--- config.mk ---
export PLATFORM = sky130hd
export DESIGN_NAME = srdax_frame_fifo
export DESIGN_NICKNAME = d
export VERILOG_FILES = /design/src/rtl/srdax_pkg.sv /design/src/rtl/srdax_axis_out_reg.sv /design/src/rtl/srdax_frame_fifo.sv
export SDC_FILE = /design/constraint.sdc
export NUM_CORES = 1
export LEC_CHECK = 0
export BUFFER_PORTS_ARGS = -buffer_cell sky130_fd_sc_hd__buf_2
export CAP_MARGIN = 20
export CORE_MARGIN = 1
export CORE_UTILIZATION = 60
export CTS_CLUSTER_DIAMETER = 30
export DETAILED_ROUTE_END_ITERATION = 6
export PLACE_DENSITY = 0.78
export SYNTH_ARGS = -nofsm -noshare
export SYNTH_HDL_FRONTEND = slang
export SYNTH_SLANG_ARGS = --single-unit
--- constraint.sdc ---
create_clock -name clk_slow -period 7.35 [get_ports clk_slow]
set_clock_uncertainty 0.1 [all_clocks]
set_input_delay 0.735 -clock clk_slow [delete_from_list [all_inputs] [get_ports clk_slow]]
set_output_delay 0.735 -clock clk_slow [all_outputs]
set_load 0.05 [all_outputs]
--- src/rtl/srdax_pkg.sv ---
`default_nettype none
// ============================================================================
// Module      : srdax_pkg
// Description : Shared definitions for the SRDAX frame path. Holds the
//               frame verdict command encoding (also used by the transmit
//               side FIFO command driver) and the receive write FSM states.
// Revision    : 1.0 - initial release
// ============================================================================
package srdax_pkg;

  // Frame verdict commands. Encoding 3 is reserved and treated as NONE.
  localparam logic [1:0] FRAME_CMD_NONE    = 2'd0;
  localparam logic [1:0] FRAME_CMD_COMMIT  = 2'd1;
  localparam logic [1:0] FRAME_CMD_DISCARD = 2'd2;

  // Receive write-side FSM.
  typedef enum logic [1:0] {
    WR_IDLE  = 2'd0,
    WR_FRAME = 2'd1,
    WR_OVF   = 2'd2
  } wr_state_e;

  // True for a command that ends the current frame (commit or discard).
  function automatic logic is_verdict(input logic [1:0] cmd);
    return (cmd == FRAME_CMD_COMMIT) || (cmd == FRAME_CMD_DISCARD);
  endfunction

endpackage
`default_nettype wire

--- src/rtl/srdax_axis_out_reg.sv ---
`default_nettype none
// ============================================================================
// Module      : srdax_axis_out_reg
// Description : Single-entry AXI-Stream output register. Loads a word when
//               told to, holds it stable under backpressure and drops valid
//               only on a handshake without a new load.
// Ports       : clk_slow, reset (sync, active-low)
//               load_i        - capture data_i/last_i this cycle
//               data_i/last_i - word presented by the storage array
//               tready_i      - downstream ready
//               tvalid_o/tdata_o/tlast_o - registered stream outputs
//               can_load_o    - register is free or being emptied this cycle
// Revision    : 1.0 - initial release
// ============================================================================
module srdax_axis_out_reg #(
  parameter int DATA_WIDTH = 32
) (
  input  logic                  clk_slow,
  input  logic                  reset,
  input  logic                  load_i,
  input  logic [DATA_WIDTH-1:0] data_i,
  input  logic                  last_i,
  input  logic                  tready_i,
  output logic                  tvalid_o,
  output logic [DATA_WIDTH-1:0] tdata_o,
  output logic                  tlast_o,
  output logic                  can_load_o
);

  logic                  tvalid_q;
  logic [DATA_WIDTH-1:0] tdata_q;
  logic                  tlast_q;

  assign can_load_o = !tvalid_q || tready_i;

  always_ff @(posedge clk_slow) begin
    if (!reset) begin
      tvalid_q <= 1'b0;
      tdata_q  <= '0;
      tlast_q  <= 1'b0;
    end else if (load_i) begin
      tvalid_q <= 1'b1;
      tdata_q  <= data_i;
      tlast_q  <= last_i;
    end else if (tvalid_q && tready_i) begin
      // Data is left in place; only valid drops after the final handshake.
      tvalid_q <= 1'b0;
    end
  end

  assign tvalid_o = tvalid_q;
  assign tdata_o  = tdata_q;
  assign tlast_o  = tlast_q;

endmodule
`default_nettype wire

--- src/rtl/srdax_frame_fifo.sv ---
`default_nettype none
// ============================================================================
// Module      : srdax_frame_fifo
// Description : Receive frame buffer between the SERDES deserializer and the
//               AXI side. Words are written speculatively; a CRC verdict
//               either commits the frame or rolls the write pointer back, so
//               only good frames are ever streamed out.
// Ports       : clk_slow, reset (sync, active-low)
//               wr_en_i/wr_data_i/wr_last_i - deserializer word input
//               frame_cmd_i                 - 0 none, 1 commit, 2 discard
//               m_axis_*                    - AXI-Stream master
//               fifo_full_o  - storage holds FIFO_DEPTH entries
//               fifo_empty_o - nothing committed and output register idle
//               overflow_o   - current frame lost a word
//               drop_cnt_o   - saturating discarded-frame count
// Revision    : 1.0 - initial release
// ============================================================================
module srdax_frame_fifo
  import srdax_pkg::*;
#(
  parameter int FIFO_DEPTH = 16,
  parameter int DATA_WIDTH = 32
) (
  input  logic                  clk_slow,
  input  logic                  reset,
  input  logic                  wr_en_i,
  input  logic [DATA_WIDTH-1:0] wr_data_i,
  input  logic                  wr_last_i,
  input  logic [1:0]            frame_cmd_i,
  output logic                  m_axis_tvalid,
  input  logic                  m_axis_tready,
  output logic [DATA_WIDTH-1:0] m_axis_tdata,
  output logic                  m_axis_tlast,
  output logic                  fifo_full_o,
  output logic                  fifo_empty_o,
  output logic                  overflow_o,
  output logic [15:0]           drop_cnt_o
);

  localparam int PTR_W = (FIFO_DEPTH > 1) ? $clog2(FIFO_DEPTH) : 1;
  localparam int CNT_W = $clog2(FIFO_DEPTH + 1);

  // Depth need not be a power of two, so wrap explicitly.
  function automatic logic [PTR_W-1:0] ptr_inc(input logic [PTR_W-1:0] p);
    return (p == PTR_W'(FIFO_DEPTH - 1)) ? '0 : p + 1'b1;
  endfunction

  logic [DATA_WIDTH:0] mem_q [FIFO_DEPTH];

  wr_state_e        state_q;
  logic [PTR_W-1:0] wr_ptr_q, wr_ptr_d;
  logic [PTR_W-1:0] wr_ptr_first_q, wr_ptr_first_d;
  logic [PTR_W-1:0] rd_ptr_q, rd_ptr_d;
  logic [CNT_W-1:0] spec_cnt_q, spec_cnt_d;
  logic [CNT_W-1:0] comm_cnt_q, comm_cnt_d;
  logic             overflow_q;
  logic [15:0]      drop_cnt_q;

  logic             full;
  logic             wr_acc;
  logic             wr_lost;
  logic             verdict;
  logic             do_commit;
  logic             do_discard;
  logic             drop_frame;
  logic             can_load;
  logic             load;
  logic [CNT_W-1:0] commit_amt;
  logic             out_tvalid;

  assign full = ({1'b0, spec_cnt_q} + {1'b0, comm_cnt_q}) == (CNT_W + 1)'(FIFO_DEPTH);

  assign wr_acc  = wr_en_i && !full && (state_q != WR_OVF);
  // A word that arrives while full costs the frame its integrity.
  assign wr_lost = wr_en_i && full && (state_q != WR_OVF);
  assign verdict = is_verdict(frame_cmd_i);

  // A frame that lost a word can never be committed; any verdict discards it.
  assign do_commit  = (frame_cmd_i == FRAME_CMD_COMMIT) && (state_q != WR_OVF) && !wr_lost;
  assign do_discard = verdict && !do_commit;
  assign drop_frame = do_discard &&
                      ((spec_cnt_q != '0) || wr_acc || wr_lost || (state_q == WR_OVF));

  assign commit_amt = do_commit ? (spec_cnt_q + CNT_W'(wr_acc)) : '0;
  assign load       = (comm_cnt_q != '0) && can_load;

  // Storage write. The slot at wr_ptr is always free when a write is accepted.
  always_ff @(posedge clk_slow) begin
    if (wr_acc) begin
      mem_q[wr_ptr_q] <= {wr_last_i, wr_data_i};
    end
  end

  always_comb begin
    wr_ptr_d       = wr_ptr_q;
    wr_ptr_first_d = wr_ptr_first_q;
    rd_ptr_d       = rd_ptr_q;
    spec_cnt_d     = spec_cnt_q;

    if (wr_acc) begin
      wr_ptr_d = ptr_inc(wr_ptr_q);
    end

    if (do_commit) begin
      // Post-write pointer, so a same-cycle word joins the committed frame.
      wr_ptr_first_d = wr_ptr_d;
      spec_cnt_d     = '0;
    end else if (do_discard) begin
      // Rollback also drops any word written this cycle.
      wr_ptr_d   = wr_ptr_first_q;
      spec_cnt_d = '0;
    end else if (wr_acc) begin
      spec_cnt_d = spec_cnt_q + 1'b1;
    end

    if (load) begin
      rd_ptr_d = ptr_inc(rd_ptr_q);
    end

    comm_cnt_d = comm_cnt_q + commit_amt - CNT_W'(load);
  end

  always_ff @(posedge clk_slow) begin
    if (!reset) begin
      wr_ptr_q       <= '0;
      wr_ptr_first_q <= '0;
      rd_ptr_q       <= '0;
      spec_cnt_q     <= '0;
      comm_cnt_q     <= '0;
    end else begin
      wr_ptr_q       <= wr_ptr_d;
      wr_ptr_first_q <= wr_ptr_first_d;
      rd_ptr_q       <= rd_ptr_d;
      spec_cnt_q     <= spec_cnt_d;
      comm_cnt_q     <= comm_cnt_d;
    end
  end

  // Write FSM with its registered outputs.
  always_ff @(posedge clk_slow) begin
    if (!reset) begin
      state_q    <= WR_IDLE;
      overflow_q <= 1'b0;
      drop_cnt_q <= '0;
    end else if (verdict) begin
      state_q    <= WR_IDLE;
      overflow_q <= 1'b0;
      if (drop_frame && (drop_cnt_q != 16'hFFFF)) begin
        drop_cnt_q <= drop_cnt_q + 1'b1;
      end
    end else begin
      case (state_q)
        // A frame whose first word already finds storage full is lost too.
        WR_IDLE: begin
          if (wr_lost) begin
            state_q <= WR_OVF;
          end else if (wr_acc) begin
            state_q <= WR_FRAME;
          end
        end
        WR_FRAME: begin
          if (wr_lost) begin
            state_q <= WR_OVF;
          end
        end
        WR_OVF:  state_q <= WR_OVF;
        default: state_q <= WR_IDLE;
      endcase
      if (wr_lost) begin
        overflow_q <= 1'b1;
      end
    end
  end

  srdax_axis_out_reg #(
    .DATA_WIDTH (DATA_WIDTH)
  ) u_axis_out (
    .clk_slow   (clk_slow),
    .reset      (reset),
    .load_i     (load),
    .data_i     (mem_q[rd_ptr_q][DATA_WIDTH-1:0]),
    .last_i     (mem_q[rd_ptr_q][DATA_WIDTH]),
    .tready_i   (m_axis_tready),
    .tvalid_o   (out_tvalid),
    .tdata_o    (m_axis_tdata),
    .tlast_o    (m_axis_tlast),
    .can_load_o (can_load)
  );

  assign m_axis_tvalid = out_tvalid;
  assign fifo_full_o   = full;
  assign fifo_empty_o  = (comm_cnt_q == '0) && !out_tvalid;
  assign overflow_o    = overflow_q;
  assign drop_cnt_o    = drop_cnt_q;

endmodule
`default_nettype wire

; ---- After elaboration in Yosys (flattened, before gate mapping)
; Memory sizes are Yosys's and may differ from the RTL's. A register that Yosys moved wholly into a read port is not among the register bits.
; Cells that the tools add are included.
[word_totals]
register_bits = 42
latchBits = 0
ram_bits = 528
mem_bits_ro = 0
in_bits = 39
out_inout_bits = 53
wordCells = 75
mem_count = 1
[memory_table]
columns = memory, words, width, read_ports, rd_ports_with_merged_regs, wr, line_no
row1 = mem_q, 16, 33, 1, 1, 1, srdax_frame_fifo.sv:48  ; logic [DATA_WIDTH:0] mem_q [FIFO_DEPTH];
[classes]
add_sub_neg = 8
multipliers = 0
div_mod_pow = 0
magnitude_cmp = 0
eq_ne = 11
shift = 0
muxes = 14
n_bitwise = 1
reduce_logical = 31
[op_table]
columns = op, n
row1 = two-way mux 4 bit, 5
row2 = "adder 16 x 1 -> 16 bit, second input constant", 1
row3 = "!= test 16 bit, second input constant", 1
row4 = logical AND 1 bit, 12
row5 = nonzero test 5 bit, 2
row6 = "adder 4 x 1 -> 4 bit, second input constant", 2
row7 = "equality test 4 bit, second input constant", 2
row8 = adder 5 x 5 -> 6 bit, 1
row9 = "equality test 6 x 5 -> 1 bit, second input constant", 1
row10 = two-way mux 2 bit, 3
row11 = case mux 2 bit (3 select lines), 1
row12 = adder 5 x 1 -> 5 bit, 1
row13 = "adder 5 x 1 -> 5 bit, second input constant", 1
row14 = adder 5 bit, 1
row15 = logical NOT 1 bit, 5
row16 = logical NOT 5 bit, 1
row17 = logical OR 1 bit, 5
row18 = two-way mux 5 bit, 1
row19 = subtractor 5 x 1 -> 5 bit, 1
row20 = "equality test 2 x 1 -> 1 bit, second input constant", 2
row21 = "equality test 2 bit, second input constant", 2
row22 = two-way mux 1 bit, 4
row23 = "!= test 2 bit, second input constant", 2
row24 = AND reduction 2 bit, 2
row25 = 6 further kinds, 6

; ---- Longest topological paths before layout
[depth]
word_depth = 11
mapped_depth = 20
ltp_nobuf = 18

; ---- Hierarchy
; From an unflattened synthesis, not the netlist that was laid out.
[unflattened]
hier_cells = 1191
hier_area_um2 = 24073.1
[modules_own_cells]
columns = mod, instances, cells_per_inst, area_per_inst_um2, seq_area_each_um2
row1 = srdax_frame_fifo, 1, 1081, 22755.6, 16756.1
row2 = srdax_axis_out_reg, 1, 110, 1317.5, 680.7

; ---- Worst setup path before layout
; No wires, ideal clock.
[synth_timing]
path_kind = reg-to-reg
startpoint = register spec_cnt_q[1]
endpoint = memory mem_q[5][0] (netlist name), enable pin
setup_time_ps = 507
t_arrival_ps = 4889
t_required_ps = 6743
slack_ps = 1854
path_stages_with_launch = 7
n_path_buf = 1
synth_period_minus_slack_ps = 5496
cell_sequence = dfxtp_1 -> ha_1 -> a21oi_2 -> a2bb2oi_1 -> o31ai_2 -> buf_2 -> nor4bb_1
[synth_via]
elab_chain_len = 7
[synth_rtl]
columns = element, line_no
row1 = from (decl), srdax_frame_fifo.sv:54  ; logic [CNT_W-1:0] spec_cnt_q, spec_cnt_d;
row2 = from (signal assigned), srdax_frame_fifo.sv:134  ; spec_cnt_q <= spec_cnt_d;
row3 = adder 5 x 5 -> 6 bit, srdax_frame_fifo.sv:71  ; assign full = ({1'b0, spec_cnt_q} + {1'b0, comm_cnt_q}) == (CNT_W + 1)'(FIFO_DEPTH);
row4 = equality test 6 x 5 -> 1 bit, srdax_frame_fifo.sv:71
row5 = logical NOT 1 bit, srdax_frame_fifo.sv:73  ; assign wr_acc = wr_en_i && !full && (state_q != WR_OVF);
row6 = logical AND 1 bit (2 in series), srdax_frame_fifo.sv:73
row7 = two-way mux 1 bit, srdax_frame_fifo.sv:89  ; if (wr_acc) begin
row8 = two-way mux 1 bit (implied by the code), srdax_frame_fifo.sv:90  ; mem_q[wr_ptr_q] <= {wr_last_i, wr_data_i};
row9 = to (decl), srdax_frame_fifo.sv:48
; Every way passes these cells.

; ---- Worst setup path after layout
[layout_timing]
startpoint = register spec_cnt_q[0]
endpoint = register comm_cnt_q[4]
[layout_via]
elab_chain_len = 9
elab_cells_between_ends = 13
cone_classes = 4 x add/sub / 1 x eq/ne / 1 x mux / 7 x reduce/logical
[layout_rtl]
columns = element, line_no
row1 = adder 5 x 5 -> 6 bit, srdax_frame_fifo.sv:71
row2 = equality test 6 x 5 -> 1 bit, srdax_frame_fifo.sv:71
row3 = logical NOT 1 bit, srdax_frame_fifo.sv:73
row4 = logical AND 1 bit (2 in series), srdax_frame_fifo.sv:73
row5 = via wr_acc, srdax_frame_fifo.sv:60  ; logic wr_acc;
row6 = adder 5 x 1 -> 5 bit, srdax_frame_fifo.sv:84  ; assign commit_amt = do_commit ? (spec_cnt_q + CNT_W'(wr_acc)) : '0;
row7 = two-way mux 5 bit, srdax_frame_fifo.sv:84
row8 = adder 5 bit, srdax_frame_fifo.sv:120  ; comm_cnt_d = comm_cnt_q + commit_amt - CNT_W'(load);
row9 = subtractor 5 x 1 -> 5 bit, srdax_frame_fifo.sv:120
row10 = to (signal assigned), srdax_frame_fifo.sv:135  ; comm_cnt_q <= comm_cnt_d;
row11 = to (decl), srdax_frame_fifo.sv:55  ; logic [CNT_W-1:0] comm_cnt_q, comm_cnt_d;
; The timed path passes the listed nets, and every way through them passes these cells.
; A chain may end at the register's enable or synchronous reset.

==> results.py <==
metrics = {
    "synth": {
        "yosys.area_share.simple_pct": 4.49,
        "synth_top_family_by_area": "multiplexers",
        "ys_ff_latch": 603,
        "synth_ff_type": "edfxtp_1",
        "synthMuxAreaShare_pct": 16.3,
        "synth_edf_count": 528,
        "syn-num-nets": 1287,
        "synthArstFlopShare_pct": 0,
        "synthCells": 1218,
        "synth_compound_area_share_pct": 2.44,
        "synth_area_per_cell_um2": 19.5,
        "synth_fa_ha_area_share_pct": 1.64,
        "synth_area_um2": 23800,
        "seq_area_frac_synth_pct": 72.9,
        "ys_types": 59,
        "synth_warnings": 0,
        "synthXorXnorAreaFrac_pct": 0.331,
    },
    "pwr": {
        "ir_drop_mv": 0.277,
        "power_w": 0.0120,
        "leakage_nw": 9.73,
        "power_density_nw_per_um2": 415,
    },
    "drt": {
        "wl_per_cell_um": 29.2,
        "drt_pass1_iterations": 5,
        "vias": 12900,
        "via_per_inst": 6.46,
        "remaining_drc_errors": 0,
        "finalWirelength_um": 58300,
        "drt-initial-drc-count": 1491,
        "antenna_left": 0,
    },
    "global_routing": {
        "groute.usage.overall_pct": 29.8,
        "grt_max_degree": 88,
        "grt_pass1_vias": 13700,
        "antenna_found_initial": 3,
        "gr-total-overflow": 0,
        "grt_pass1_wl_um": 87200,
    },
    "clock_tree": {
        "path_clk_slew_ns": 0.05,
        "postCtsHoldBufs": 0,
        "postCtsSetupRepairBufs": 0,
        "htreeDepth": 3,
        "postCtsResizedCells": 0,
        "insertion_delay_ns": 0.65,
        "cts_tree": "built",
        "cts_buffers": 108,
        "cts.sinks": 603,
        "cts_root_buf": "clkbuf_16",
        "cts_buffer_depth": 3,
    },
    "outcome": {
        "outcome": "finished, final reports clean",
    },
    "timing": {
        "finalSetupTns_ns": 0,
        "setup_viol": 0,
        "worst_pin_slew_ns": 1.14,
        "hold_viol_final": 0,
        "max-slew-margin-rel_pct": 23.8,
        "fin_crit_sh_pct": 66.1,
        "min_period_ns": 4.86,
        "drv_slew": 0,
        "fmax_ghz": 0.206,
        "hold_ws_ns": 0.342,
        "rsz0062_at_grt": "no",
    },
    "floorplanning": {
        "initial_core_util_pct": 61.2,
        "core_area_um2": 38900,
        "core.rowCount": 72,
        "ioPinCount": 92,
        "die_area_um2": 40500,
        "die_x_um": 201,
        "die_h_um": 201,
    },
    "setup_path": {
        "arrival_ns": 5.33,
        "path_delay_family": "adder cells",
        "start_kind": "flip-flop",
        "cp_max_fo": 14,
        "cpMostUsedCell": "ha_1",
        "worst-setup-path-type": "flip-flop to flip-flop",
        "cp_num_buf_inv": 3,
        "worstPathCellList": "ha_1 -> fa_1 -> nor3_1 -> nand3_1 -> o31ai_2 -> buf_4 -> inv_2 -> ha_1 -> ha_1 -> xor2_1 -> nand2_1 -> ha_1 -> inv_1 -> ha_1 -> nor2b_1 -> o21a_1 -> or3_1 -> a221o_1 -> o21ai_1",
        "required_ns": 7.82,
        "worst-path-stages": 19,
        "cp_slowest_cell": "dfxtp_1",
        "reg2reg_depth": 19,
        "slowest_delay_ns": 0.44,
        "end_kind": "flip-flop",
    },
    "placement": {
        "dpl.hpwl_um": 26600,
        "gp_congestion": 0.820,
        "numPortBuffers": 91,
        "dp_cells": 1786,
    },
    "finish": {
        "stdcell_count": 1995,
        "num-fill-cells": 2129,
        "layout.nets": 1448,
        "synthToLayoutAreaGrowth_pct": 21.6,
        "drive_above_1_share_pct": 33.7,
        "fin_util_pct": 74.4,
    },
    "flow_run": {
        "timing.max_cap.violations": 0,
    },
    "min_path": {
        "hp-class": "flip-flop to flip-flop",
        "min_path_cells": 2,
    },
}
## flip-flops by register name, indices dropped and copies added, names as in the netlist, 2 cells and up
register	cells
wr_ptr_first_q	4
mem_q	528
comm_cnt_q	5
u_axis_out.tdata_o	32
drop_cnt_o	16
state_q	2
rd_ptr_q	4
spec_cnt_q	5
wr_ptr_q	4
## kinds of logic (layout without fill, tap and decap cells)
group,after synthesis,count (layout)
DFF,603,603
and+or+nand+nor,213,213
muxes,182,182
AOI/OAI and AO/OA,93,93
buffers and inverters,88,345
adders and majority gates,30,30
xor gates and xnor gates,9,9
other,0,2
## report_power, final
group | switching, W | internal (W)
clock network | 0.00174 | 0.00376
registers | 0.000189 | 0.00396
logic | 0.00137 | 0.000996
## per-stage QoR
| stage | worst slack (ns) | cell area, µm² |
|---|---|---|
| after global routing | 2.30 | 28900 |
| final | 2.49 | 28900 |
| after floorplan | 1.85 | 23800 |
| after detailed placement | 2.69 | 24800 |
| after global placement | 2.89 | 24800 |
| after CTS | 2.55 | 28900 |
## cells in the final DEF (no fill, tap or decap), types with 10 or more instances in the layout
| cell type | Yosys | routed |
|---|---|---|
| clkbuf_1 | 36 | 11 |
| mux2i_1 | 17 | 17 |
| nand3_1 | 12 | 12 |
| ha_1 | 28 | 28 |
| clkinv_2 | 0 | 23 |
| clkinv_1 | 1 | 10 |
| a21oi_1 | 16 | 15 |
| inv_1 | 20 | 20 |
| dfxtp_1 | 75 | 71 |
| clkinvlp_4 | 0 | 11 |
| clkbuf_16 | 0 | 110 |
| mux4_2 | 165 | 165 |
| buf_2 | 17 | 91 |
| nor2_1 | 19 | 19 |
| o21ai_1 | 36 | 36 |
| nand2b_1 | 15 | 15 |
| bufinv_16 | 0 | 27 |
| edfxtp_1 | 528 | 528 |
| o31ai_1 | 10 | 10 |
| nand2_1 | 100 | 100 |
| buf_4 | 2 | 24 |
## area by class of cell
type	count	area, µm²	area share, %
multi-input combinational	527	6090	21.1
tap	518	648	2.24
sequential	603	17400	60.0
timing repair buffer	117	683	2.36
antenna	2	5.00	0.0173
clock inverter	78	1170	4.05
inverter	22	82.6	0.285
clock buffer	128	2890	9.99
## worst paths after layout
check,end,slack (ns),start
setup / recovery,comm_cnt_q[4],2.49,spec_cnt_q[0]
hold / removal,u_axis_out.tdata_o[10],0.34,u_axis_out.tdata_o[10]
setup reg to reg,comm_cnt_q[4],2.49,spec_cnt_q[0]
hold reg to reg,u_axis_out.tdata_o[10],0.34,u_axis_out.tdata_o[10]
## per-layer routing
layer  global-route usage, %  vias up  part of all wire [%]
met5                       0        -                 0.022
met2                    50.4      783                    52
li1                        -     5316                     -
met3                    5.88      149                   8.4
met4                    12.7        2                   3.5
met1                    38.0     6643                    36
## worst reg2reg max path, stage by stage (launching register included)
cell	delay, ns
dfxtp_1	0.44
ha_1	0.25
fa_1	0.42
nor3_1	0.26
nand3_1	0.20
o31ai_2	0.21
buf_4	0.31
inv_2	0.11
ha_1	0.23
ha_1	0.22
xor2_1	0.16
nand2_1	0.09
ha_1	0.30
inv_1	0.05
ha_1	0.31
nor2b_1	0.18
o21a_1	0.18
or3_1	0.35
a221o_1	0.34
o21ai_1	0.09
## cells in the mapped netlist, types with 6 or more instances
cell type    n  area (µm²)
ha_1        28         350
or4_1        7        52.6
and2_1       9        56.3
edfxtp_1   528       15900
nor3_1       7        35.0
mux2i_1     17         170
nand3_1     12        60.1
inv_1       20        75.1
dfxtp_1     75        1500
and3_1      11        68.8
a21oi_1     16        80.1
o31ai_1     10        75.1
o21ai_0      6        30.0
nand2_1    100         375
clkbuf_1    36         135
nor2_1      19        71.3
o21ai_1     36         180
nand2b_1    15        93.8
buf_2       17        85.1
mux4_2     165        3720
Note: power is estimated with default switching activity, not from simulation.
